**src/rtl/wb_port_sched.sv**
```systemverilog
`default_nettype none
// ============================================================================
//  Module   : wb_port_sched
//  Purpose  : Write-back scheduler for a pipelined Y86-64 core whose register
//             file has a single physical write port. Each accepted W-stage
//             bundle becomes at most one port write per cycle. popq, which
//             needs two writes, is split over two cycles and stalls W once.
//             Also keeps the sticky halt flag and two performance counters.
//  Ports    : clk, rst              - clock, synchronous active-high reset
//             W_valid/W_icode       - W-stage bundle valid / instruction code
//             W_dstE/W_valE         - E destination / value
//             W_dstM/W_valM         - M destination / value
//             rf_we/rf_waddr/rf_wdata - registered register-file write port
//             wb_stall              - combinational, holds the W stage
//             halted                - sticky halt status
//             wr_count/stall_count  - writes issued / stalled cycles
//  Revision : 1.0 - initial release
// ============================================================================
module wb_port_sched #(
  parameter logic [3:0] RSP_ID = 4'h4,
  parameter logic [3:0] RNONE  = 4'hF,
  parameter int         CNT_W  = 32
) (
  input  logic             clk,
  input  logic             rst,
  input  logic             W_valid,
  input  logic [3:0]       W_icode,
  input  logic [3:0]       W_dstE,
  input  logic [63:0]      W_valE,
  input  logic [3:0]       W_dstM,
  input  logic [63:0]      W_valM,
  output logic             rf_we,
  output logic [3:0]       rf_waddr,
  output logic [63:0]      rf_wdata,
  output logic             wb_stall,
  output logic             halted,
  output logic [CNT_W-1:0] wr_count,
  output logic [CNT_W-1:0] stall_count
);

  typedef enum logic [0:0] {
    S_IDLE   = 1'b0,
    S_SECOND = 1'b1
  } state_t;

  state_t           state_q;
  logic             rf_we_q;
  logic [3:0]       rf_waddr_q;
  logic [63:0]      rf_wdata_q;
  logic             halted_q;
  logic [CNT_W-1:0] wr_count_q;
  logic [CNT_W-1:0] stall_count_q;
  logic [3:0]       m_addr_q;     // pending second (M) write of a popq
  logic [63:0]      m_data_q;

  logic             w_accept;
  logic             w_e_req;
  logic [3:0]       w_e_addr;
  logic             w_m_req;
  logic             w_is_halt;
  logic             w_e_ok;
  logic             w_m_ok;

  // Only the SECOND state stalls; a halted core never stalls.
  assign wb_stall = (state_q == S_SECOND);
  assign w_accept = W_valid & ~wb_stall & ~halted_q;

  // icode -> raw write requests
  always_comb begin
    w_e_req   = 1'b0;
    w_e_addr  = W_dstE;
    w_m_req   = 1'b0;
    w_is_halt = 1'b0;
    case (W_icode)
      4'h0:             w_is_halt = 1'b1;
      4'h2, 4'h3, 4'h6: w_e_req   = 1'b1;
      4'h5:             w_m_req   = 1'b1;
      4'h8, 4'h9, 4'hA: begin
        w_e_req  = 1'b1;
        w_e_addr = RSP_ID;
      end
      4'hB: begin
        w_e_req  = 1'b1;
        w_e_addr = RSP_ID;
        w_m_req  = 1'b1;
      end
      default: ;
    endcase
  end

  // Drop writes to RNONE. When both writes target the same register
  // (popq %rsp) the M value wins, so the E write is suppressed and the
  // bundle retires in a single cycle.
  assign w_m_ok = w_m_req & (W_dstM != RNONE);
  assign w_e_ok = w_e_req & (w_e_addr != RNONE) & ~(w_m_ok & (w_e_addr == W_dstM));

  always_ff @(posedge clk) begin
    if (rst) begin
      state_q       <= S_IDLE;
      rf_we_q       <= 1'b0;
      rf_waddr_q    <= 4'h0;
      rf_wdata_q    <= 64'h0;
      halted_q      <= 1'b0;
      wr_count_q    <= '0;
      stall_count_q <= '0;
      m_addr_q      <= 4'h0;
      m_data_q      <= 64'h0;
    end else begin
      rf_we_q <= 1'b0;
      case (state_q)
        S_IDLE: begin
          if (w_accept) begin
            if (w_is_halt) begin
              halted_q <= 1'b1;
            end
            if (w_e_ok) begin
              rf_we_q    <= 1'b1;
              rf_waddr_q <= w_e_addr;
              rf_wdata_q <= W_valE;
              wr_count_q <= wr_count_q + CNT_W'(1);
              if (w_m_ok) begin
                m_addr_q <= W_dstM;
                m_data_q <= W_valM;
                state_q  <= S_SECOND;
              end
            end else if (w_m_ok) begin
              rf_we_q    <= 1'b1;
              rf_waddr_q <= W_dstM;
              rf_wdata_q <= W_valM;
              wr_count_q <= wr_count_q + CNT_W'(1);
            end
          end
        end
        S_SECOND: begin
          rf_we_q       <= 1'b1;
          rf_waddr_q    <= m_addr_q;
          rf_wdata_q    <= m_data_q;
          wr_count_q    <= wr_count_q + CNT_W'(1);
          stall_count_q <= stall_count_q + CNT_W'(1);
          state_q       <= S_IDLE;
        end
        default: state_q <= S_IDLE;
      endcase
    end
  end

  assign rf_we       = rf_we_q;
  assign rf_waddr    = rf_waddr_q;
  assign rf_wdata    = rf_wdata_q;
  assign halted      = halted_q;
  assign wr_count    = wr_count_q;
  assign stall_count = stall_count_q;

endmodule
`default_nettype wire

```
**config.mk**
```make
export PLATFORM = sky130hd
export DESIGN_NAME = wb_port_sched
export DESIGN_NICKNAME = d
export VERILOG_FILES = /design/src/rtl/wb_port_sched.sv
export SDC_FILE = /design/constraint.sdc
export NUM_CORES = 1
export LEC_CHECK = 0
export ABC_AREA = 1
export BUFFER_PORTS_ARGS = -buffer_cell sky130_fd_sc_hd__buf_2
export CORE_MARGIN = 5
export CORE_UTILIZATION = 53
export DETAILED_ROUTE_END_ITERATION = 16
export GPL_TIMING_DRIVEN = 0
export PLACE_DENSITY_LB_ADDON = 0.05
export SYNTH_ARGS = -nofsm -noshare
export SYNTH_HDL_FRONTEND = slang
export SYNTH_SLANG_ARGS = --single-unit
```
**constraint.sdc**
```tcl
create_clock -name clk -period 2 [get_ports clk]
set_input_delay 0.3 -clock clk [delete_from_list [all_inputs] [get_ports clk]]
set_output_delay 0.3 -clock clk [all_outputs]
set_load 0.01 [all_outputs]
```
==> results_dict.tcl <==
set metrics [dict create \
    synthSimpleGateAreaFrac_pct 41.7 \
    synth_top_area_share_pct 39.8 \
    cts_max_level 1 \
    maxSlewHeadroom_pct 51.2 \
    syn_avg_cell_area_sq_um 6.26 \
    insertion_delay_ps 510 \
    power.share.clock_pct 43.5 \
    viasPerCell 5.10 \
    end_kind "flip-flop" \
    clockBufferDepth 3 \
    p_seq_share_pct 44.5 \
    synth_cell_types 29 \
    multi_input_area_sq_um 5240 \
    min_to "m_data_q[47]" \
    min_period_over_period_pct 95.4 \
    max-cap-violations 0 \
    drtIter0Drc 793 \
    yosysSeqAreaShare_pct 39.8 \
    post_drt_wl_per_cell_microns 15.1 \
    syn_inst 1632 \
    peakVddDrop_mv 0.570 \
    p_sw_share_pct 25.8 \
    placed_cells 2168 \
    drc 0 \
    synth_fa_ha_area_share_pct 0.245 \
    cts-buffers-inserted 23 \
    setup_viol 0 \
    synthXorXnorAreaFrac_pct 2.40 \
    min_path_cells 3 \
    synth_top_family_by_area "simple AND/OR/NAND/NOR gates" \
    area_delta_synth_final_pct 24.4 \
    hold_viol_final 0 \
    die_w_microns 149 \
    cts-root-buf "clkbuf_16" \
    clock_skew_ps 15.7 \
    cts.sinks 203 \
    drv_slew 0 \
    synth_nets 1777 \
    fin_cells 2209 \
    syn_area_sq_um 10200 \
    p_sw_mw 2.47 \
    cts.clk_slew.worst_paths_ps 60 \
    p_int_mw 7.09 \
    power_frac_comb_pct 11.9 \
    grt_pass1_wl_microns 53000 \
    finalCriticalPeriod_ps 1910 \
    max_freq_mhz 524 \
    r2r-start "wb_stall" \
    cts_tree "yes" \
    yosys.area.top_type "dfxtp_1" \
    drive_gt1_share_pct 19.6 \
    dieArea_sq_um 22100 \
    p_leak_nw 6.69 \
    total_power_mw 9.56 \
    wirelength_microns 33300 \
    firstDrtPassIters 5 \
    synth-compound-area-share_pct 6.43 \
    io_buffers 276 \
    grt_pass1_vias 10400 \
    cts_setup_buffers 0 \
    antenna_found_initial 10 \
    vias 11300 \
    start_util_pct 54.2 \
    core_area_sq_um 18800 \
    grt_overflow 0 \
    powerDensity_nw_per_um2 752 \
    layout.nets 2076 \
    reg2regPathDepth 5 \
    arrival_ps 2300 \
    cp-start-kind "flip-flop" \
    rrSetupSlack_ps 90 \
    detail-route-antenna-nets 0 \
    min-delay-start "W_valM[47]" \
    hold_path_class "input pin to flip-flop" \
    ys_ff_latch 203 \
    crit_type "flip-flop to flip-flop" \
    grt_start_max_net_pins 20 \
    crit_path_max_fanout 10 \
    status "finished, final reports clean" \
    rsz0062_at_grt "true" \
    tightest_slew_ps 732 \
    gp_congestion 0.912 \
    core.rowCount 50 \
    yosys_warnings 0 \
    dp_hpwl_microns 24600 \
    grt_use_total_pct 28.8 \
    yosys-top-cells-area "dfxtp_1 (40%), nand2_1 (22%), nor2_1 (8.4%), nand3_1 (8.0%), a21oi_1 (5.2%)" \
    fp.dieH_microns 149 \
    reg2reg_to "rf_wdata[50]" \
    nFillCells 1769 \
    muxShareOfSynthArea_pct 0.0980 \
    regArea_sq_um 4070 \
    io_pins 278 \
    worstPathRequired_ps 2400 \
]
## cell families (layout without fill, tap and decap cells)
family                     Yosys count  after routing
DFF                                203            203
and+or+nand+nor                   1044           1044
xor gates and xnor gates            28             28
adders and majority gates            2              2
AOI/OAI and AO/OA                  129            129
muxes                                1              1
buffers and inverters              225            538
other                                0              4
## power groups by stage
stage / registers [mW] / logic, mW / clock network [mW]
2_1_floorplan: 4.38 / 0.602 / 0
3_3_place_gp: 4.34 / 1.12 / 0
3_5_place_dp: 4.34 / 1.13 / 0
4_1_cts: 4.25 / 1.14 / 4.21
5_1_grt: 4.26 / 1.28 / 4.41
6_report: 4.25 / 1.14 / 4.16
## synthesized netlist by cell type
| library cell | instances |
|---|---|
| a21boi_0 | 1 |
| a21oi_1 | 107 |
| a31oi_1 | 1 |
| buf_1 | 12 |
| buf_2 | 23 |
| buf_4 | 19 |
| buf_6 | 1 |
| clkbuf_1 | 31 |
| dfxtp_1 | 203 |
| ha_1 | 2 |
| inv_1 | 135 |
| inv_2 | 4 |
| mux2i_1 | 1 |
| nand2_1 | 591 |
| nand2_2 | 2 |
| nand2_4 | 1 |
| nand3_1 | 163 |
| nand3_2 | 1 |
| nand3b_1 | 8 |
| nand4_1 | 13 |
| nor2_1 | 229 |
| nor3_1 | 32 |
| nor3b_1 | 3 |
| nor4_1 | 1 |
| o21a_1 | 2 |
| o21ai_0 | 17 |
| o21bai_1 | 1 |
| xnor2_1 | 4 |
| xor2_1 | 24 |
## layout make-up
type | count | share of cell area, %
antenna | 4 | 0.0788
buffer | 84 | 3.35
clock buffer | 29 | 4.94
clock inverter | 10 | 0.837
inverter | 139 | 4.11
multi-input combinational | 1204 | 41.2
sequential | 203 | 32.0
tap | 260 | 2.56
timing repair buffer | 276 | 10.9
## repair_timing
item | 4_1_cts | 5_1_grt
endpoints found under the setup margin | 54 | 89
gates resized for setup | 9 | 12
hold buffers | 0 | 0
## sequential cells by signal (all words and copies together), names as in the netlist, 4 cells and up
signal	count
stall_count	32
rf_waddr	4
m_addr_q	4
rf_wdata	64
wr_count	32
m_data_q	64
## stage by stage
step	util [%]	worst slack (ps)	area, sq um	hold slack [ps]	setup TNS [ps]
6_report	67.5	92.7	12700	36.4	0
4_1_cts	67.3	9.06	12700	22.5	0
3_5_place_dp	63.3	-357	11900	436	-13670
5_1_grt	67.5	-15.9	12700	36.5	-23.9
3_3_place_gp	63.3	-346	11900	433	-8160
2_1_floorplan	-	284	10200	435	0
## worst max path at each step
stage,startpoint,to,depth (start not counted)
after floorplan,wr_count[0],wr_count[30],10
after global placement,wb_stall,rf_waddr[1],7
after detailed placement,wb_stall,rf_waddr[0],7
after CTS,wb_stall,stall_count[28],8
after global routing,wb_stall,wr_count[15],8
final,wb_stall,rf_wdata[50],5
## worst max-delay path, stage by stage, from the launching register on
cell	delay, ps
dfxtp_2	390
clkbuf_1	580
clkbuf_1	480
a21oi_1	180
nand2_1	110
nand2_1	50
## layer usage
layer  vias to the layer above  wire length (microns)  track usage, %
li1                       5699                      -               -
met1                      5050                  14500            39.3
met2                       430                  14800            46.0
met3                        75                   3030            6.81
met4                        14                    871            8.19
met5                         -                     70               0
## cells in the final DEF, fill, tap and decap left out, drive strengths merged, types with 6 or more instances in the layout
master,synthesis,final
nor3,32,32
nand4,13,13
nand3b,8,8
inv,139,140
clkinv,0,6
nor2,229,229
nand3,164,164
xor2,24,24
a21oi,107,107
clkbuf,31,59
buf,55,330
nand2,594,594
dfxtp,203,203
o21ai,17,17
No activity file was read; power rests on OpenSTA's default activity.
